--- config.mk ---
export PLATFORM = sky130hd
export DESIGN_NAME = decode_execute_register
export DESIGN_NICKNAME = d
export VERILOG_FILES = /design/src/rtl/decode_execute_register.sv
export SDC_FILE = /design/constraint.sdc
export NUM_CORES = 1
export LEC_CHECK = 0
export CAP_MARGIN = 15
export CORE_AREA = 2 2 207 209
export DETAILED_ROUTE_END_ITERATION = 10
export DIE_AREA = 0 0 209 211
export GPL_TIMING_DRIVEN = 0
export PLACE_DENSITY = 0.63
export SLEW_MARGIN = 20
export SYNTH_ARGS = -nofsm -noshare
export SYNTH_HDL_FRONTEND = slang
export SYNTH_SLANG_ARGS = --single-unit
--- constraint.sdc ---
create_clock -name clk -period 20.5 [get_ports clk]
set_input_delay 4.1 -clock clk [delete_from_list [all_inputs] [get_ports clk]]
set_output_delay 4.1 -clock clk [all_outputs]
set_load 0.01 [all_outputs]
--- src/rtl/decode_execute_register.sv ---
// Decode-to-execute pipeline register: a 2-entry elastic buffer (head + skid) with flush and NOP bubbles.
// Optional load-use stall on the input side when LOAD_USE_STALL_EN is defined.
module decode_execute_register #(
  parameter int WORD_SIZE     = 32,
  parameter int REG_ADDR_SIZE = 5
) (
  input  logic                     clk,
  input  logic                     rst,
  input  logic                     in_valid,
  output logic                     in_ready,
  input  logic                     in_branch,
  input  logic                     in_reg_write,
  input  logic                     in_mem_read,
  input  logic                     in_mem_to_reg,
  input  logic                     in_mem_write,
  input  logic                     in_alu_src,
  input  logic                     in_is_imm,
  input  logic [1:0]               in_alu_op,
  input  logic [WORD_SIZE-1:0]     in_pc,
  input  logic [WORD_SIZE-1:0]     in_rs1_data,
  input  logic [WORD_SIZE-1:0]     in_rs2_data,
  input  logic [WORD_SIZE-1:0]     in_imm,
  input  logic [REG_ADDR_SIZE-1:0] in_rs1,
  input  logic [REG_ADDR_SIZE-1:0] in_rs2,
  input  logic [REG_ADDR_SIZE-1:0] in_rd,
  input  logic                     flush,
  output logic                     out_valid,
  input  logic                     out_ready,
  output logic                     out_branch,
  output logic                     out_reg_write,
  output logic                     out_mem_read,
  output logic                     out_mem_to_reg,
  output logic                     out_mem_write,
  output logic                     out_alu_src,
  output logic                     out_is_imm,
  output logic [1:0]               out_alu_op,
  output logic [WORD_SIZE-1:0]     out_pc,
  output logic [WORD_SIZE-1:0]     out_rs1_data,
  output logic [WORD_SIZE-1:0]     out_rs2_data,
  output logic [WORD_SIZE-1:0]     out_imm,
  output logic [REG_ADDR_SIZE-1:0] out_rs1,
  output logic [REG_ADDR_SIZE-1:0] out_rs2,
  output logic [REG_ADDR_SIZE-1:0] out_rd
);

  localparam int BW = 9 + 4 * WORD_SIZE + 3 * REG_ADDR_SIZE;

  logic [BW-1:0] w_in_bundle;
  logic [BW-1:0] w_out_bundle;
  logic [BW-1:0] r_head;
  logic [BW-1:0] r_skid;
  logic [1:0]    r_count;
  logic          w_push;
  logic          w_pop;
  logic          w_hazard;

  // All fields travel as one word so entries can never mix.
  assign w_in_bundle = {in_branch, in_reg_write, in_mem_read, in_mem_to_reg, in_mem_write,
                        in_alu_src, in_is_imm, in_alu_op, in_pc, in_rs1_data, in_rs2_data,
                        in_imm, in_rs1, in_rs2, in_rd};

  assign out_valid = (r_count != 2'd0);

  // Empty buffer presents an all-zero bundle, which is a NOP (alu_op=00, no writes).
  assign w_out_bundle = out_valid ? r_head : '0;

  assign {out_branch, out_reg_write, out_mem_read, out_mem_to_reg, out_mem_write,
          out_alu_src, out_is_imm, out_alu_op, out_pc, out_rs1_data, out_rs2_data,
          out_imm, out_rs1, out_rs2, out_rd} = w_out_bundle;

`ifdef LOAD_USE_STALL_EN
  assign w_hazard = out_valid && out_mem_read && (out_rd != '0) && in_valid &&
                    ((in_rs1 == out_rd) || ((in_rs2 == out_rd) && !in_is_imm));
`else
  assign w_hazard = 1'b0;
`endif

  assign in_ready = !rst && (r_count != 2'd2) && !w_hazard;
  assign w_push   = in_valid && in_ready;
  assign w_pop    = out_valid && out_ready;

  always_ff @(posedge clk) begin
    if (rst || flush) begin
      r_count <= 2'd0;
    end else begin
      case (r_count)
        2'd0:    if (w_push) r_count <= 2'd1;
        2'd1: begin
          if (w_push && !w_pop)      r_count <= 2'd2;
          else if (!w_push && w_pop) r_count <= 2'd0;
        end
        2'd2:    if (w_pop) r_count <= 2'd1;
        default: r_count <= 2'd0;
      endcase
    end
  end

  // Data registers carry no reset; validity is owned entirely by r_count.
  always_ff @(posedge clk) begin
    if (!flush) begin
      if ((r_count == 2'd0 && w_push) || (r_count == 2'd1 && w_push && w_pop)) begin
        r_head <= w_in_bundle;
      end else if (r_count == 2'd2 && w_pop) begin
        r_head <= r_skid;
      end
      if (r_count == 2'd1 && w_push && !w_pop) begin
        r_skid <= w_in_bundle;
      end
    end
  end

endmodule

Word-level counts from Yosys, hierarchy flattened:

Index checks and enable logic that the tools add are counted.

* register bits after elaboration: 306
* input port bits: 157
* output and inout bits: 154
* word-level logic and storage cells: 39

* equal/unequal tests: 6
* multiplexer cells: 8
* bitwise operators: 1
* reductions and logical operators: 21

Operators with widths (count)
* 152-bit two-way mux: 3
* 1-bit logical AND: 10
* 2-bit two-way mux: 4
* 2-bit inequality test (second input constant): 3
* 2-bit case mux with 3 select lines: 1
* 2-bit AND reduction: 2
* 2-bit nonzero test: 2
* 1-bit zero test: 3
* 3-bit inequality test (second input constant): 1
* 3-bit AND reduction: 1
* 2-bit by 1-bit == test with 1-bit output (second input constant): 1
* 2-bit == test (second input constant): 1
* 2-bit zero test: 1
* 1-bit logical OR: 2
* 1-bit NOT: 1

Depth between registers and ports, before layout:

Gate-level depths: netlist of the first run.

* word-level depth: 8
* mapped depth: 6
* mapped depth without buffers: 3

Worst setup path before layout of the first run:

Ideal clock, no wire load.

* kind: input -> register
* start point: input in_valid
* end point: register r_skid[0] (enable)
* setup time: 1.086 ns
* arrival: 19.873 ns
* required time: 19.414 ns
* setup slack: -0.459 ns
* cell stages on the path: 2
* buffers on the path: 0
* path through: nor2b_2 -> nor4b_1

* longest elaborated chain between the ends: 4

RTL lines
* start: declaration: RTL line 9 `input logic in_valid,`
* 1-bit logical AND: RTL line 79 `assign w_push = in_valid && in_ready;`
* 1-bit logical AND (2 in series): RTL line 106 `if (r_count == 2'd1 && w_push && !w_pop) begin`
* 2-bit AND reduction (no line)
* end signal: assignment: RTL line 107 `r_skid <= w_in_bundle;`
* end: declaration: RTL line 51 `logic [BW-1:0] r_skid;`

Every way passes these cells.
A chain may end at the register's enable or synchronous reset.

Worst setup path in the final report of the first run:

* start point: input rst
* end point: output in_ready

* longest elaborated chain between the ends: 2

RTL lines
* start: declaration: RTL line 8 `input logic rst,`
* 1-bit zero test: RTL line 78 `assign in_ready = !rst && (r_count != 2'd2) && !w_hazard;`
* 1-bit logical AND: RTL line 78
* end: declaration: RTL line 10 `output logic in_ready,`

Every way passes these cells.

==> results of run 1 <==
metrics by stage:
step | worst slack (ns) | power [mW] | util, %
2_1_floorplan | 7.27 | 0.763 | -
6_report | 10.98 | 1.44 | 42.5
3_5_place_dp | 10.98 | 0.830 | 39.8
4_1_cts | 10.97 | 1.47 | 42.5
5_1_grt | 10.94 | 1.49 | 42.5
3_3_place_gp | 1.11 | 0.829 | 38.7
placed cells by master, fill, tap and decap left out:
cell type,n
clkinv_1,5
nand2_1,1
nor2b_1,1
bufinv_16,4
nor2_1,1
nand2b_1,1
a211oi_1,1
diode_2,1
clkdlybuf4s50_1,310
mux2_4,69
clkbuf_1,21
clkbuf_16,37
nor2b_2,1
edfxtp_1,304
dfxtp_1,2
buf_4,4
mux2_2,83
nand3b_1,2
buf_16,9
buf_2,10
nor4_1,1
or2_1,1
o31a_1,1
clkinvlp_4,2
a21oi_1,1
clkinv_2,5
and2_1,152
a21oi_4,1
buf_6,20
buf_8,2
nor4b_4,1
metal layers:
metal / track usage (%) / vias to the layer above / wire [um]
li1: - / 3209 / -
met1: 16.7 / 3348 / 12700
met2: 20.4 / 237 / 13200
met3: 4.64 / 43 / 2390
met4: 4.78 / 0 / 653
met5: 0 / - / 0
critical path, stage by stage:
cell             delay [ns]
clkdlybuf4s50_1        0.52
nor2_1                 0.20
clkdlybuf4s50_1        0.60
state kept, by name, indices dropped and copies added (netlist names):
signal,count
r_head,152
r_count,2
r_skid,152
cell type report:
class | count | area share [%]
well taps | 539 | 3.80
flip-flops and latches | 306 | 51.6
clock buffers | 43 | 5.34
repair buffers | 336 | 19.9
plain buffers | 34 | 1.17
clock inverters | 16 | 1.01
multi-input cells | 318 | 17.1
diodes | 1 | 0.0141
where the power goes:
part	leakage (nW)	total, mW	internal (mW)	switching, mW
registers	2.78	0.701	0.699	0.00192
clock network	0.547	0.622	0.378	0.245
logic	2.90	0.114	0.0698	0.0442
how the worst max path moves through the flow:
stage	to	slack (ns)	depth (start not counted)
after floorplan	r_skid[0]$_DFFE_PP_	7.27	2
after detailed placement	in_ready	10.98	3
after CTS	in_ready	10.97	3
after global placement	r_skid[21]$_DFFE_PP_	1.11	3
after global routing	in_ready	10.94	3
final	in_ready	10.98	3
logic make-up (layout without fill, tap and decap cells):
group | Yosys count | in the layout | synth area share (%)
AO/OA/AOI/OAI | 4 | 4 | 0.212
buffers and inverters | 34 | 429 | 1.68
flip-flops | 306 | 306 | 74.0
multiplexers | 152 | 152 | 15.9
other | 0 | 1 | 0
AND/OR/NAND/NOR | 162 | 162 | 8.20
==> results_dict.tcl, run 1 <==
set metrics [dict create \
    arrival_ns 5.42 \
    syn-instance-count 658 \
    timing.rr.end "r_head[39]$_DFFE_PP_" \
    crit_type "input port to output port" \
    core_area_um2 41800 \
    ir_drop_v 0.0000526 \
    clk_latency_ns 0.53 \
    cp.required_ns 16.40 \
    ys_seq_elements 306 \
    via_per_inst 4.29 \
    yosysWarnings 0 \
    dpl_cell_area_um2 16600 \
    die_area_um2 44100 \
    ios 311 \
    start_util_pct 29.7 \
    ant_nets 0 \
    syn_area_um2 12400 \
    cap_violations 0 \
    timing.hold.ws_ns 0.541 \
    worstPathMaxFanout 5 \
    grt_pass1_wl_um 43500 \
    regArea_um2 9170 \
    grt_start_max_net_pins 22 \
    hpwl_um 20600 \
    tritoncts "built" \
    p_leak_nw 6.23 \
    die_x_um 209 \
    gr-total-overflow 0 \
    min-delay-start "r_skid[141]$_DFFE_PP_" \
    num_vias 6837 \
    grt_pass1_vias 7201 \
    hp-class "flip-flop to flip-flop" \
    finalInstanceArea_um2 17800 \
    slew-limit-headroom_pct 52.8 \
    finalSetupViolations 0 \
    rsz0062_at_grt "no" \
    multi_input_area_um2 3040 \
    syn_avg_cell_area_um2 18.8 \
    startpoint_type "input port" \
    yosysSeqAreaShare_pct 74.0 \
    drtIter0Drc 232 \
    synth_top_cell_by_area "edfxtp_1" \
    fmax_ghz 0.105 \
    cts.sinks 306 \
    routed_wl_um 29000 \
    place_congestion 0.738 \
    r2r-start "r_count[0]$_SDFFE_PP0P_" \
    worst_pin_slew_ns 0.706 \
    tns_ns 0 \
    p_per_area_nw_per_um2 81.0 \
    numCtsBuffers 36 \
    wl_per_cell_um 18.2 \
    skew_ns 0.0149 \
    cts_setup_buffers 0 \
    fin_nets 1189 \
    dp.cells 1533 \
    yosysMostFrequentCell "edfxtp_1" \
    min_path_cells 1 \
    ctsHtreeMaxLevel 2 \
    slew_violations 0 \
    drc 0 \
    cts.clk_slew.worst_paths_ns 0.06 \
    synthTopCellsByCount "304 x edfxtp_1, 152 x and2_1, 83 x mux2_2" \
    cts_hold_buffers 0 \
    synth_cell_types 22 \
    dieHeight_um 211 \
    fin_cells 1593 \
    port_buffers 310 \
    period_share_pct 46.4 \
    nFillCells 3784 \
    drt_pass1_iterations 4 \
    antenna_found_initial 2 \
    min_period_ns 9.52 \
    synth_top_cell_area_share_pct 73.7 \
    rr_worst_depth 9 \
    cts_buffer_depth 3 \
    r2r_slack_ns 17.78 \
    worstHoldEndpoint "r_head[141]$_DFFE_PP_" \
    fp-row-count 75 \
    setup.worst_path.start "rst" \
    critPathCaptureType "output port" \
    synth_edf_count 304 \
    cts_resized 0 \
    synth_nets 815 \
    synth-async-reset-ratio_pct 0 \
    cts_root_buffer "clkbuf_16" \
    synthTopCellsByArea "edfxtp_1 74%, mux2_4 8.4%, and2_1 7.7%" \
    status "finished, final reports clean" \
    hold_violations 0 \
    ys.flop_type "edfxtp_1" \
    synthToLayoutAreaGrowth_pct 43.3 \
    drive_gt1_share_pct 23.6 \
    gr-usage-all-layers_pct 13.1 \
]
Power figures use the tool's default switching activity.
==> run 2: changes to the inputs <==
PLACE_DENSITY = 0.61   (was 0.63)
clock period = 9.35 ns   (was 20.5 ns; I/O delays follow)
==> results_dict.tcl, run 2 (same netlist as run 1, synthesis figures left out) <==
set metrics [dict create \
    r2r-start "r_count[0]$_SDFFE_PP0P_" \
    p_per_area_nw_per_um2 177 \
    cp_cell_sequence "clkdlybuf4s50_1 > nor2_1 > clkdlybuf4s50_1" \
    antenna_found_initial 3 \
    post-place-ws_ns 4.28 \
    ant_nets 0 \
    cts.clk_slew.worst_paths_ns 0.05 \
    cts_root_buffer "clkbuf_16" \
    cts.sinks 306 \
    ir_drop_v 0.000143 \
    synthToLayoutAreaGrowth_pct 43.3 \
    arrival_ns 3.18 \
    cp_top_family "buffers and inverters" \
    place_congestion 0.737 \
    via_per_inst 4.29 \
    intPower_mw 2.51 \
    die_x_um 209 \
    cts_buffer_depth 3 \
    grt_pass1_wl_um 43600 \
    fin_nets 1189 \
    drtIter0Drc 251 \
    diodes 0 \
    port_buffers 310 \
    timing.rr.end "r_skid[110]$_DFFE_PP_" \
    cts_setup_buffers 0 \
    grt_pass1_vias 7178 \
    skew_ns 0.00972 \
    layout_common_cells "310 x clkdlybuf4s50_1, 304 x edfxtp_1, 152 x and2_1, 83 x mux2_2, 69 x mux2_4" \
    worst_pin_slew_ns 0.626 \
    worst_path_most_repeated_cell "clkdlybuf4s50_1" \
    ios 311 \
    r2r_slack_ns 6.74 \
    fp-row-count 75 \
    drc 0 \
    slew-limit-headroom_pct 58.2 \
    finalSetupViolations 0 \
    cap_violations 0 \
    gr-usage-all-layers_pct 13.2 \
    rr_worst_depth 9 \
    fmax_ghz 0.198 \
    critPathCaptureType "output port" \
    min_period_ns 5.05 \
    slew_violations 0 \
    cts_resized 0 \
    swShare_pct 20.2 \
    power_frac_seq_pct 48.9 \
    clk_latency_ns 0.52 \
    utilization_pct 42.5 \
    top_regs "r_head x152, r_skid x152, r_count x2" \
    switchingPower_mw 0.634 \
    die_area_um2 44100 \
    wl_per_cell_um 18.4 \
    hold_violations 0 \
    worst-path-stages 3 \
    routed_wl_um 29300 \
    min-delay-start "r_skid[145]$_DFFE_PP_" \
    final_common_cell "clkdlybuf4s50_1" \
    rsz0062_at_grt "no" \
    period_share_pct 54.0 \
    setup_ws_ns 4.30 \
    fin_total_pwr_mw 3.14 \
    grt_start_max_net_pins 24 \
    worstHoldEndpoint "r_head[145]$_DFFE_PP_" \
    worstPathMaxFanout 5 \
    min_path_cells 1 \
    status "finished, final reports clean" \
    drive_gt1_share_pct 23.2 \
    gr-total-overflow 0 \
    cts_hold_buffers 0 \
    startpoint_type "input port" \
    cpPeakStageDelay_ns 0.60 \
    hpwl_um 21100 \
    ctsHtreeMaxLevel 2 \
    drt_pass1_iterations 4 \
    cp.required_ns 7.48 \
    start_util_pct 29.7 \
    hp-class "flip-flop to flip-flop" \
    numCtsBuffers 37 \
    tritoncts "built" \
    pwr-share-clk_pct 43.1 \
    cpMaxStageDelayCell "clkdlybuf4s50_1" \
    path_buf_inv 2 \
    crit_type "input port to output port" \
    core_area_um2 41800 \
    num_vias 6842 \
    p_leak_nw 6.22 \
    pwr-share-comb_pct 8.0 \
    dieHeight_um 211 \
]
[run 2: cell count changes in the layout (fill, tap and decap cells not counted)]
cell,change
clkinv_2,-3
bufinv_16,-1
clkinvlp_4,-1
clkbuf_8,+2
clkinv_4,+1
diode_2,-1
buf_6,-2
buf_8,+2
buf_4,-1
clkinv_1,+2
clkbuf_1,+4
[run 2: worst max-delay path by stage]
stage | startpoint | to | slack, ns
2_1_floorplan | out_ready | r_head[0]$_DFFE_PP_ | 1.89
3_3_place_gp | out_ready | r_skid[106]$_DFFE_PP_ | -1.72
3_5_place_dp | rst | in_ready | 4.28
4_1_cts | r_count[1]$_SDFFE_PP0P_ | out_rs2_data[26] | 4.13
5_1_grt | r_count[1]$_SDFFE_PP0P_ | out_rs2_data[26] | 4.05
6_report | rst | in_ready | 4.30
[run 2: metrics by stage]
stage                     cells  hold slack (ns)  TNS, ns  instance area, um^2
final                      1595            0.538        0                17800
after global routing       1595            0.544        0                17800
after CTS                  1595            0.540        0                17800
after detailed placement   1532            0.531        0                16600
after global placement     1507            0.528  -486.70                16200
after floorplan             658            0.519        0                12400
[run 2: cell type report]
type | count | area (um^2)
Fill cell | 3768 | 24000
Timing Repair Buffer | 335 | 3530
Sequential cell | 306 | 9170
Tap cell | 539 | 674
Buffer | 34 | 208
Clock buffer | 49 | 991
Clock inverter | 14 | 143
Multi-Input combinational cell | 318 | 3040
[run 2: power groups by stage]
stage	clock network [mW]	registers (mW)	logic, mW
after global routing	1.46	1.54	0.269
after floorplan	0	1.57	0.102
after global placement	0	1.57	0.239
final	1.36	1.54	0.250
after detailed placement	0	1.57	0.255
after CTS	1.41	1.54	0.256
[run 2: metal layers]
layer  GRT usage [%]  up-vias  part of all wire, %
met4            4.88        6                  2.4
li1                -     3208                    -
met2            21.6      249                   48
met1            16.2     3331                   42
met3            4.53       48                  7.9
met5               0        -                 0.14
